<file path="src/rtl/uart_link.sv">
// UART transmitter and receiver sharing one clock, CLK_DIV cycles per bit, 8 data bits, 1 stop bit.
// Define UART_PARITY_EN to insert and check an even-parity bit between the data bits and the stop bit.
module uart_link #(
    parameter int CLK_DIV = 5208
) (
    input  logic       clk,
    input  logic       reset,
    input  logic       UART_RX,
    output logic       UART_TX,
    input  logic [7:0] TX_DATA,
    input  logic       TX_EN,
    output logic       TX_STATUS,
    output logic [7:0] RX_DATA,
    output logic       RX_EFF,
    input  logic       RX_READ,
    output logic       RX_OVR,
    output logic       RX_ERR
);

    localparam int CW = $clog2(CLK_DIV);
    localparam logic [CW-1:0] CNT_ONE   = CW'(1);
    localparam logic [CW-1:0] DIV_LAST  = CW'(CLK_DIV - 1);
    localparam logic [CW-1:0] HALF_LAST = CW'(CLK_DIV / 2 - 1);

`ifdef UART_PARITY_EN
    typedef enum logic [2:0] {T_IDLE = 3'd0, T_START = 3'd1, T_DATA = 3'd2, T_PAR = 3'd3, T_STOP = 3'd4} tx_state_t;
    typedef enum logic [2:0] {R_IDLE = 3'd0, R_START = 3'd1, R_DATA = 3'd2, R_PAR = 3'd3, R_STOP = 3'd4} rx_state_t;

    function automatic logic even_parity(input logic [7:0] d);
        return ^d;
    endfunction
`else
    typedef enum logic [2:0] {T_IDLE = 3'd0, T_START = 3'd1, T_DATA = 3'd2, T_STOP = 3'd4} tx_state_t;
    typedef enum logic [2:0] {R_IDLE = 3'd0, R_START = 3'd1, R_DATA = 3'd2, R_STOP = 3'd4} rx_state_t;
`endif

    tx_state_t       tx_state_r;
    logic [CW-1:0]   tx_cnt_r;
    logic [2:0]      tx_bit_r;
    logic [7:0]      tx_shift_r;

    rx_state_t       rx_state_r;
    logic [CW-1:0]   rx_cnt_r;
    logic [2:0]      rx_bit_r;
    logic [7:0]      rx_shift_r;
    logic            rx_meta_r;
    logic            rx_sync_r;
    logic            rx_prev_r;
    logic            done_ok_r;
    logic            done_bad_r;
    logic            rx_fall_s;
`ifdef UART_PARITY_EN
    logic            par_bad_r;
`endif

    assign rx_fall_s = rx_prev_r & ~rx_sync_r;

    // Transmit FSM; UART_TX and TX_STATUS are registered so each bit holds for CLK_DIV cycles.
    always_ff @(posedge clk or negedge reset) begin
        if (!reset) begin
            tx_state_r <= T_IDLE;
            tx_cnt_r   <= '0;
            tx_bit_r   <= 3'd0;
            tx_shift_r <= 8'h00;
            UART_TX    <= 1'b1;
            TX_STATUS  <= 1'b1;
        end else begin
            case (tx_state_r)
                T_IDLE: begin
                    if (TX_EN) begin
                        tx_shift_r <= TX_DATA;
                        tx_cnt_r   <= '0;
                        tx_bit_r   <= 3'd0;
                        UART_TX    <= 1'b0;
                        TX_STATUS  <= 1'b0;
                        tx_state_r <= T_START;
                    end
                end
                T_START: begin
                    if (tx_cnt_r == DIV_LAST) begin
                        tx_cnt_r   <= '0;
                        UART_TX    <= tx_shift_r[0];
                        tx_state_r <= T_DATA;
                    end else begin
                        tx_cnt_r <= tx_cnt_r + CNT_ONE;
                    end
                end
                T_DATA: begin
                    if (tx_cnt_r == DIV_LAST) begin
                        tx_cnt_r <= '0;
                        if (tx_bit_r == 3'd7) begin
`ifdef UART_PARITY_EN
                            UART_TX    <= even_parity(tx_shift_r);
                            tx_state_r <= T_PAR;
`else
                            UART_TX    <= 1'b1;
                            tx_state_r <= T_STOP;
`endif
                        end else begin
                            tx_bit_r <= tx_bit_r + 3'd1;
                            UART_TX  <= tx_shift_r[tx_bit_r + 3'd1];
                        end
                    end else begin
                        tx_cnt_r <= tx_cnt_r + CNT_ONE;
                    end
                end
`ifdef UART_PARITY_EN
                T_PAR: begin
                    if (tx_cnt_r == DIV_LAST) begin
                        tx_cnt_r   <= '0;
                        UART_TX    <= 1'b1;
                        tx_state_r <= T_STOP;
                    end else begin
                        tx_cnt_r <= tx_cnt_r + CNT_ONE;
                    end
                end
`endif
                T_STOP: begin
                    if (tx_cnt_r == DIV_LAST) begin
                        tx_cnt_r   <= '0;
                        UART_TX    <= 1'b1;
                        TX_STATUS  <= 1'b1;
                        tx_state_r <= T_IDLE;
                    end else begin
                        tx_cnt_r <= tx_cnt_r + CNT_ONE;
                    end
                end
                default: begin
                    tx_cnt_r   <= '0;
                    UART_TX    <= 1'b1;
                    TX_STATUS  <= 1'b1;
                    tx_state_r <= T_IDLE;
                end
            endcase
        end
    end

    // Two-flop synchronizer plus one history flop for start-edge detection; all idle high.
    always_ff @(posedge clk or negedge reset) begin
        if (!reset) begin
            rx_meta_r <= 1'b1;
            rx_sync_r <= 1'b1;
            rx_prev_r <= 1'b1;
        end else begin
            rx_meta_r <= UART_RX;
            rx_sync_r <= rx_meta_r;
            rx_prev_r <= rx_sync_r;
        end
    end

    // Receive FSM: half-bit resample of the start bit, then one mid-bit sample every CLK_DIV cycles.
    always_ff @(posedge clk or negedge reset) begin
        if (!reset) begin
            rx_state_r <= R_IDLE;
            rx_cnt_r   <= '0;
            rx_bit_r   <= 3'd0;
            rx_shift_r <= 8'h00;
            done_ok_r  <= 1'b0;
            done_bad_r <= 1'b0;
`ifdef UART_PARITY_EN
            par_bad_r  <= 1'b0;
`endif
        end else begin
            done_ok_r  <= 1'b0;
            done_bad_r <= 1'b0;
            case (rx_state_r)
                R_IDLE: begin
                    if (rx_fall_s) begin
                        rx_cnt_r   <= '0;
                        rx_state_r <= R_START;
                    end
                end
                R_START: begin
                    if (rx_cnt_r == HALF_LAST) begin
                        rx_cnt_r   <= '0;
                        rx_bit_r   <= 3'd0;
                        rx_state_r <= rx_sync_r ? R_IDLE : R_DATA;
                    end else begin
                        rx_cnt_r <= rx_cnt_r + CNT_ONE;
                    end
                end
                R_DATA: begin
                    if (rx_cnt_r == DIV_LAST) begin
                        rx_cnt_r   <= '0;
                        rx_shift_r <= {rx_sync_r, rx_shift_r[7:1]};
                        if (rx_bit_r == 3'd7) begin
`ifdef UART_PARITY_EN
                            rx_state_r <= R_PAR;
`else
                            rx_state_r <= R_STOP;
`endif
                        end else begin
                            rx_bit_r <= rx_bit_r + 3'd1;
                        end
                    end else begin
                        rx_cnt_r <= rx_cnt_r + CNT_ONE;
                    end
                end
`ifdef UART_PARITY_EN
                R_PAR: begin
                    if (rx_cnt_r == DIV_LAST) begin
                        rx_cnt_r   <= '0;
                        par_bad_r  <= rx_sync_r ^ even_parity(rx_shift_r);
                        rx_state_r <= R_STOP;
                    end else begin
                        rx_cnt_r <= rx_cnt_r + CNT_ONE;
                    end
                end
`endif
                R_STOP: begin
                    if (rx_cnt_r == DIV_LAST) begin
                        rx_cnt_r   <= '0;
                        rx_state_r <= R_IDLE;
`ifdef UART_PARITY_EN
                        done_ok_r  <= rx_sync_r & ~par_bad_r;
                        done_bad_r <= ~rx_sync_r | par_bad_r;
`else
                        done_ok_r  <= rx_sync_r;
                        done_bad_r <= ~rx_sync_r;
`endif
                    end else begin
                        rx_cnt_r <= rx_cnt_r + CNT_ONE;
                    end
                end
                default: begin
                    rx_cnt_r   <= '0;
                    rx_state_r <= R_IDLE;
                end
            endcase
        end
    end

    // Host-facing receive status; a completing byte takes priority over a same-cycle read.
    always_ff @(posedge clk or negedge reset) begin
        if (!reset) begin
            RX_DATA <= 8'h00;
            RX_EFF  <= 1'b0;
            RX_OVR  <= 1'b0;
            RX_ERR  <= 1'b0;
        end else if (done_ok_r) begin
            RX_DATA <= rx_shift_r;
            RX_EFF  <= 1'b1;
            RX_OVR  <= RX_EFF ? ~RX_READ : RX_OVR;
            RX_ERR  <= (RX_EFF && RX_READ) ? 1'b0 : RX_ERR;
        end else if (done_bad_r) begin
            RX_ERR <= 1'b1;
            if (RX_EFF && RX_READ) begin
                RX_EFF <= 1'b0;
                RX_OVR <= 1'b0;
            end
        end else if (RX_EFF && RX_READ) begin
            RX_EFF <= 1'b0;
            RX_OVR <= 1'b0;
            RX_ERR <= 1'b0;
        end
    end

endmodule

</file>
<file path="config.mk">
export PLATFORM = sky130hd
export DESIGN_NAME = uart_link
export DESIGN_NICKNAME = d
export VERILOG_FILES = /design/src/rtl/uart_link.sv
export SDC_FILE = /design/constraint.sdc
export NUM_CORES = 1
export LEC_CHECK = 0
export ABC_AREA = 0
export CORE_MARGIN = 4
export CORE_UTILIZATION = 44
export CTS_CLUSTER_SIZE = 25
export DETAILED_ROUTE_END_ITERATION = 12
export DONT_BUFFER_PORTS = 1
export PLACE_DENSITY_LB_ADDON = 0.12
export SLEW_MARGIN = 15
export SYNTH_ARGS = -nofsm -noshare
export SYNTH_HDL_FRONTEND = slang
export SYNTH_SLANG_ARGS = --single-unit
export TNS_END_PERCENT = 50
</file>
<file path="constraint.sdc">
create_clock -name clk -period 2.76 [get_ports clk]
set_input_delay 0.138 -clock clk [delete_from_list [all_inputs] [get_ports clk]]
set_output_delay 0.138 -clock clk [all_outputs]
set_load 0.05 [all_outputs]
</file>
==> flow_summary.toml <==
[layout]
n_fill_cell = 699
area_growth_syn_to_fin_pct = 12.44
insertedDiodeCount = 0
fin_cells = 440
post_layout_nets = 352
post_route_cells_drive_above_1_share_pct = 18.05
layout.cell_area.non_filler_um2 = 3935

[setup_path]
data_required_time_at_the_worst_endpoint_ns = 3.00
timing.critical_path.from_type = "register"
crit_chain = "ha_1 > nor4bb_1 > a31oi_2 > a21oi_2 > and3_1 > mux2_2"
slowest_stage = "sky130_fd_sc_hd__nor4bb_1"
endpoint_kind = "register"
timing_worst_setup_path_type = "register to register"
worst_path_dominant_cell_family = "simple AND/OR/NAND/NOR gates"
crit_fanout = 7
worst_path_arrival_time_ns = 2.50
critical_path_buf_inv_count = 0
slowest_delay_ns = 0.43

[sta]
maxSlewHeadroom_pct = 37.19
achievable-frequency_mhz = 442.5
post-route-min-period_ns = 2.260
final_max_slew_viol_count = 0
layout_setup_ws_ns = 0.5002
unrepaired_setup_endpoints_after_global_routing = "false"
max_slew.worst_pin.slew_ns = 0.9338
fin_setup_tns_ns = 0
worst_clock_skew_ns = 0.01354
hold_viol = 0
finalSetupViolations = 0
holdWs_ns = 0.1268
finalCritPeriodShare_pct = 81.88

[yosys]
yosysWarningCount = 0
synth.mux.area_fraction_pct = 10.37
synth-compound-area-share_pct = 13.84
synth_ff_type = "sky130_fd_sc_hd__dfrtp_1"
post_synth_fa_ha_maj_area_fraction_pct = 2.145
synthesis.area_um2 = 3500
yosys.cell_types.count = 53
synthDominantCellAreaShare_pct = 47.91
main_combinational_cell_family_by_area_after_synthesis = "simple AND/OR/NAND/NOR gates"
xor_xnor_portion_of_the_synthesized_cell_area_pct = 2.252
synth.ff_latch_count = 72
synth_area_leaders = "sky130_fd_sc_hd__dfrtp_1 48%, sky130_fd_sc_hd__mux2_2 7.7%, sky130_fd_sc_hd__dfstp_2 3.8%"
postSynthNetCount = 336
synth_top_area_cell = "sky130_fd_sc_hd__dfrtp_1"
yosys.area_share.simple_pct = 17.20
synth-async-reset-ratio_pct = 100.0
avgSynthCellArea_um2 = 11.04
netlist_instances = 317
ys_seq_area_share_pct = 51.66
synth_edf_count = 0

[floorplan]
die-width_um = 97.19
boundaryPins = 26
floorplan.die.height_um = 97.19
fp-row-count = 32
core_area_um2 = 7727
design.die.area_um2 = 9445
floorplan.initialDensity_pct = 45.29

[worst_hold_path]
worst_hold_path_type = "input pin to register"

[drt]
wire_per_inst_um = 15.67
drt_wl_total_um = 6896
drtIter0Drc = 92
detail_route.vias_per_cell = 5.595
dr_total_vias = 2462
drcViolationCount = 0
antenna_left = 0
drt_pre_antenna_iters = 4

[placed_design]
numPortBuffers = 0
postPlaceCellArea_um2 = 3598
dp_slack_ns = 0.5369
hpwl_after_detailed_placement_um = 4504
placedCellCount = 412
place_congestion = 0.7747

[grt]
antenna_found_initial = 0
pin_count_of_the_biggest_net_entering_global_routing = 73
globalRoute.totalOverflow = 0
global_route_wire_length_before_repair_um = 11930
first_global_vias = 2493
grt_usage_pct = 15.52

[cts]
clock_tree_from_tritoncts = "built"
ctsHoldBuffers = 12
worst_setup_hold_path_clk_slew_ns = 0.07
cts_resized = 0
cts_max_path_buffers = 2
cts_root_buf = "sky130_fd_sc_hd__clkbuf_8"
worst_skew_pair.late_latency_ns = 0.36
cts-buffers-inserted = 9
postCtsSetupRepairBufs = 0
numClockSinks = 72
cts-htree-levels = 3

[power]
power-per-cell-area_nw_per_um2 = 758.5
static-leakage-power_nw = 1.666
ir_worst_vdd_uv = 506.9

[flow_run]
cap_viol_max_count = 0

[outcome]
outcome = "completed"
## worst paths after layout
| path | from | end | slack, ns | cells after the start |
|---|---|---|---|---|
| setup / recovery | rx_cnt_r[0]$_DFFE_PN0P_ | rx_state_r[1]$_DFFE_PN0P_ | 0.50 | 6 |
| hold / removal | TX_EN | tx_cnt_r[12]$_DFFE_PN0P_ | 0.13 | 3 |
| setup reg to reg | rx_cnt_r[0]$_DFFE_PN0P_ | rx_state_r[1]$_DFFE_PN0P_ | 0.50 | 6 |
| hold reg to reg | rx_meta_r$_DFF_PN1_ | rx_sync_r$_DFF_PN1_ | 0.36 | 0 |
| max in group asynchronous | reset | rx_prev_r$_DFF_PN1_ | 2.11 | 2 |
| min in group asynchronous | reset | RX_ERR$_DFF_PN0_ | 0.33 | 2 |
## worst reg2reg max path, delay by kind of cell, from the launching register on
| kind | cells | cell delay [ns] |
|---|---|---|
| flip-flops | 1 | 0.40 |
| adder cells (fa/ha/maj) | 1 | 0.27 |
| multiplexers | 1 | 0.33 |
| AO/OA/AOI/OAI | 2 | 0.50 |
| AND/OR/NAND/NOR | 2 | 0.65 |
## power breakdown
| group | switching, mW | total, mW | internal [mW] |
|---|---|---|---|
| clock | 0.405 | 0.845 | 0.441 |
| sequential | 0.185 | 1.39 | 1.21 |
| combinational | 0.412 | 0.746 | 0.334 |
## stage by stage
stage               util, %  power [mW]
global placement      46.57       2.105
floorplan                 -       1.957
finish                50.92       2.985
detailed placement    46.57       2.123
global route          50.92       3.184
CTS                   50.92       3.025
## logic make-up after synthesis
| logic type | Yosys count |
|---|---|
| DFF | 72 |
| adders and majority gates | 6 |
| buffers and inverters | 21 |
| xor gates and xnor gates | 9 |
| muxes | 32 |
| and+or+nand+nor | 104 |
| AOI/OAI and AO/OA | 73 |
## flip-flops by register name (all words and copies together), names as in the netlist
signal      count
RX_EFF          1
rx_shift_r      8
RX_DATA         8
rx_meta_r       1
RX_ERR          1
done_ok_r       1
UART_TX         1
rx_prev_r       1
tx_shift_r      8
rx_sync_r       1
RX_OVR          1
tx_bit_r        3
rx_cnt_r       13
tx_cnt_r       13
TX_STATUS       1
tx_state_r      3
rx_state_r      3
rx_bit_r        3
done_bad_r      1
## routing by layer
| metal | vias up | wire length (um) | track usage [%] |
|---|---|---|---|
| met2 | 41 | 3413 | 24.79 |
| met3 | 13 | 249 | 4.523 |
| met5 | - | 0 | 0 |
| met4 | 0 | 157 | 7.127 |
| li1 | 1202 | - | - |
| met1 | 1206 | 3076 | 19.44 |
## cells in the final DEF, fill, tap and decap left out, types with 2 or more instances in the layout
cell type	Yosys	final
sky130_fd_sc_hd__nand3_1	16	16
sky130_fd_sc_hd__nand2_1	18	18
sky130_fd_sc_hd__clkbuf_8	0	10
sky130_fd_sc_hd__or3_1	6	6
sky130_fd_sc_hd__xnor2_1	5	5
sky130_fd_sc_hd__a21o_1	7	7
sky130_fd_sc_hd__nor3_1	12	12
sky130_fd_sc_hd__buf_4	1	2
sky130_fd_sc_hd__nor4b_1	2	2
sky130_fd_sc_hd__a22oi_1	2	2
sky130_fd_sc_hd__nand4_1	7	7
sky130_fd_sc_hd__dfrtp_1	67	67
sky130_fd_sc_hd__and3_1	6	6
sky130_fd_sc_hd__nor2_1	15	15
sky130_fd_sc_hd__nor4bb_1	5	5
sky130_fd_sc_hd__ha_1	6	6
sky130_fd_sc_hd__inv_1	12	12
sky130_fd_sc_hd__a21oi_1	13	13
sky130_fd_sc_hd__mux2_2	24	24
sky130_fd_sc_hd__o21ai_0	24	24
sky130_fd_sc_hd__mux2i_1	7	7
sky130_fd_sc_hd__o21ai_1	5	5
sky130_fd_sc_hd__xor2_1	4	4
sky130_fd_sc_hd__dfstp_2	5	5
sky130_fd_sc_hd__nand2b_1	3	3
sky130_fd_sc_hd__o31ai_1	2	2
sky130_fd_sc_hd__a31oi_1	6	6
sky130_fd_sc_hd__clkinvlp_4	0	3
sky130_fd_sc_hd__dlygate4sd3_1	0	11
sky130_fd_sc_hd__a22o_1	4	4
sky130_fd_sc_hd__nor2_2	2	2
## cell type report
class	instances	area [um^2]	share of cell area [%]
clock buffer	11	141.4	3.593
multi-input combinational	224	1603	40.73
sequential	72	1808	45.95
clock inverter	5	57.56	1.463
tap	102	127.6	3.243
timing repair buffer	14	152.6	3.879
inverter	12	45.04	1.145
## cells in the mapped netlist (2+ instances only)
cell type                  instances
sky130_fd_sc_hd__a21o_1            7
sky130_fd_sc_hd__dfrtp_1          67
sky130_fd_sc_hd__or3_1             6
sky130_fd_sc_hd__nor4b_1           2
sky130_fd_sc_hd__a31oi_1           6
sky130_fd_sc_hd__buf_2             5
sky130_fd_sc_hd__nand2_1          18
sky130_fd_sc_hd__nor2_1           15
sky130_fd_sc_hd__dfstp_2           5
sky130_fd_sc_hd__clkbuf_1          3
sky130_fd_sc_hd__nand4_1           7
sky130_fd_sc_hd__mux2i_1           7
sky130_fd_sc_hd__inv_1            12
sky130_fd_sc_hd__o21ai_0          24
sky130_fd_sc_hd__nand3_1          16
sky130_fd_sc_hd__mux2_2           24
sky130_fd_sc_hd__a21oi_1          13
sky130_fd_sc_hd__o31ai_1           2
sky130_fd_sc_hd__nor4bb_1          5
sky130_fd_sc_hd__nand2b_1          3
sky130_fd_sc_hd__nor3_1           12
sky130_fd_sc_hd__a22oi_1           2
sky130_fd_sc_hd__nor2_2            2
sky130_fd_sc_hd__ha_1              6
sky130_fd_sc_hd__xor2_1            4
sky130_fd_sc_hd__o21ai_1           5
sky130_fd_sc_hd__a22o_1            4
sky130_fd_sc_hd__xnor2_1           5
sky130_fd_sc_hd__and3_1            6
No activity file was read; power rests on OpenSTA's default activity.
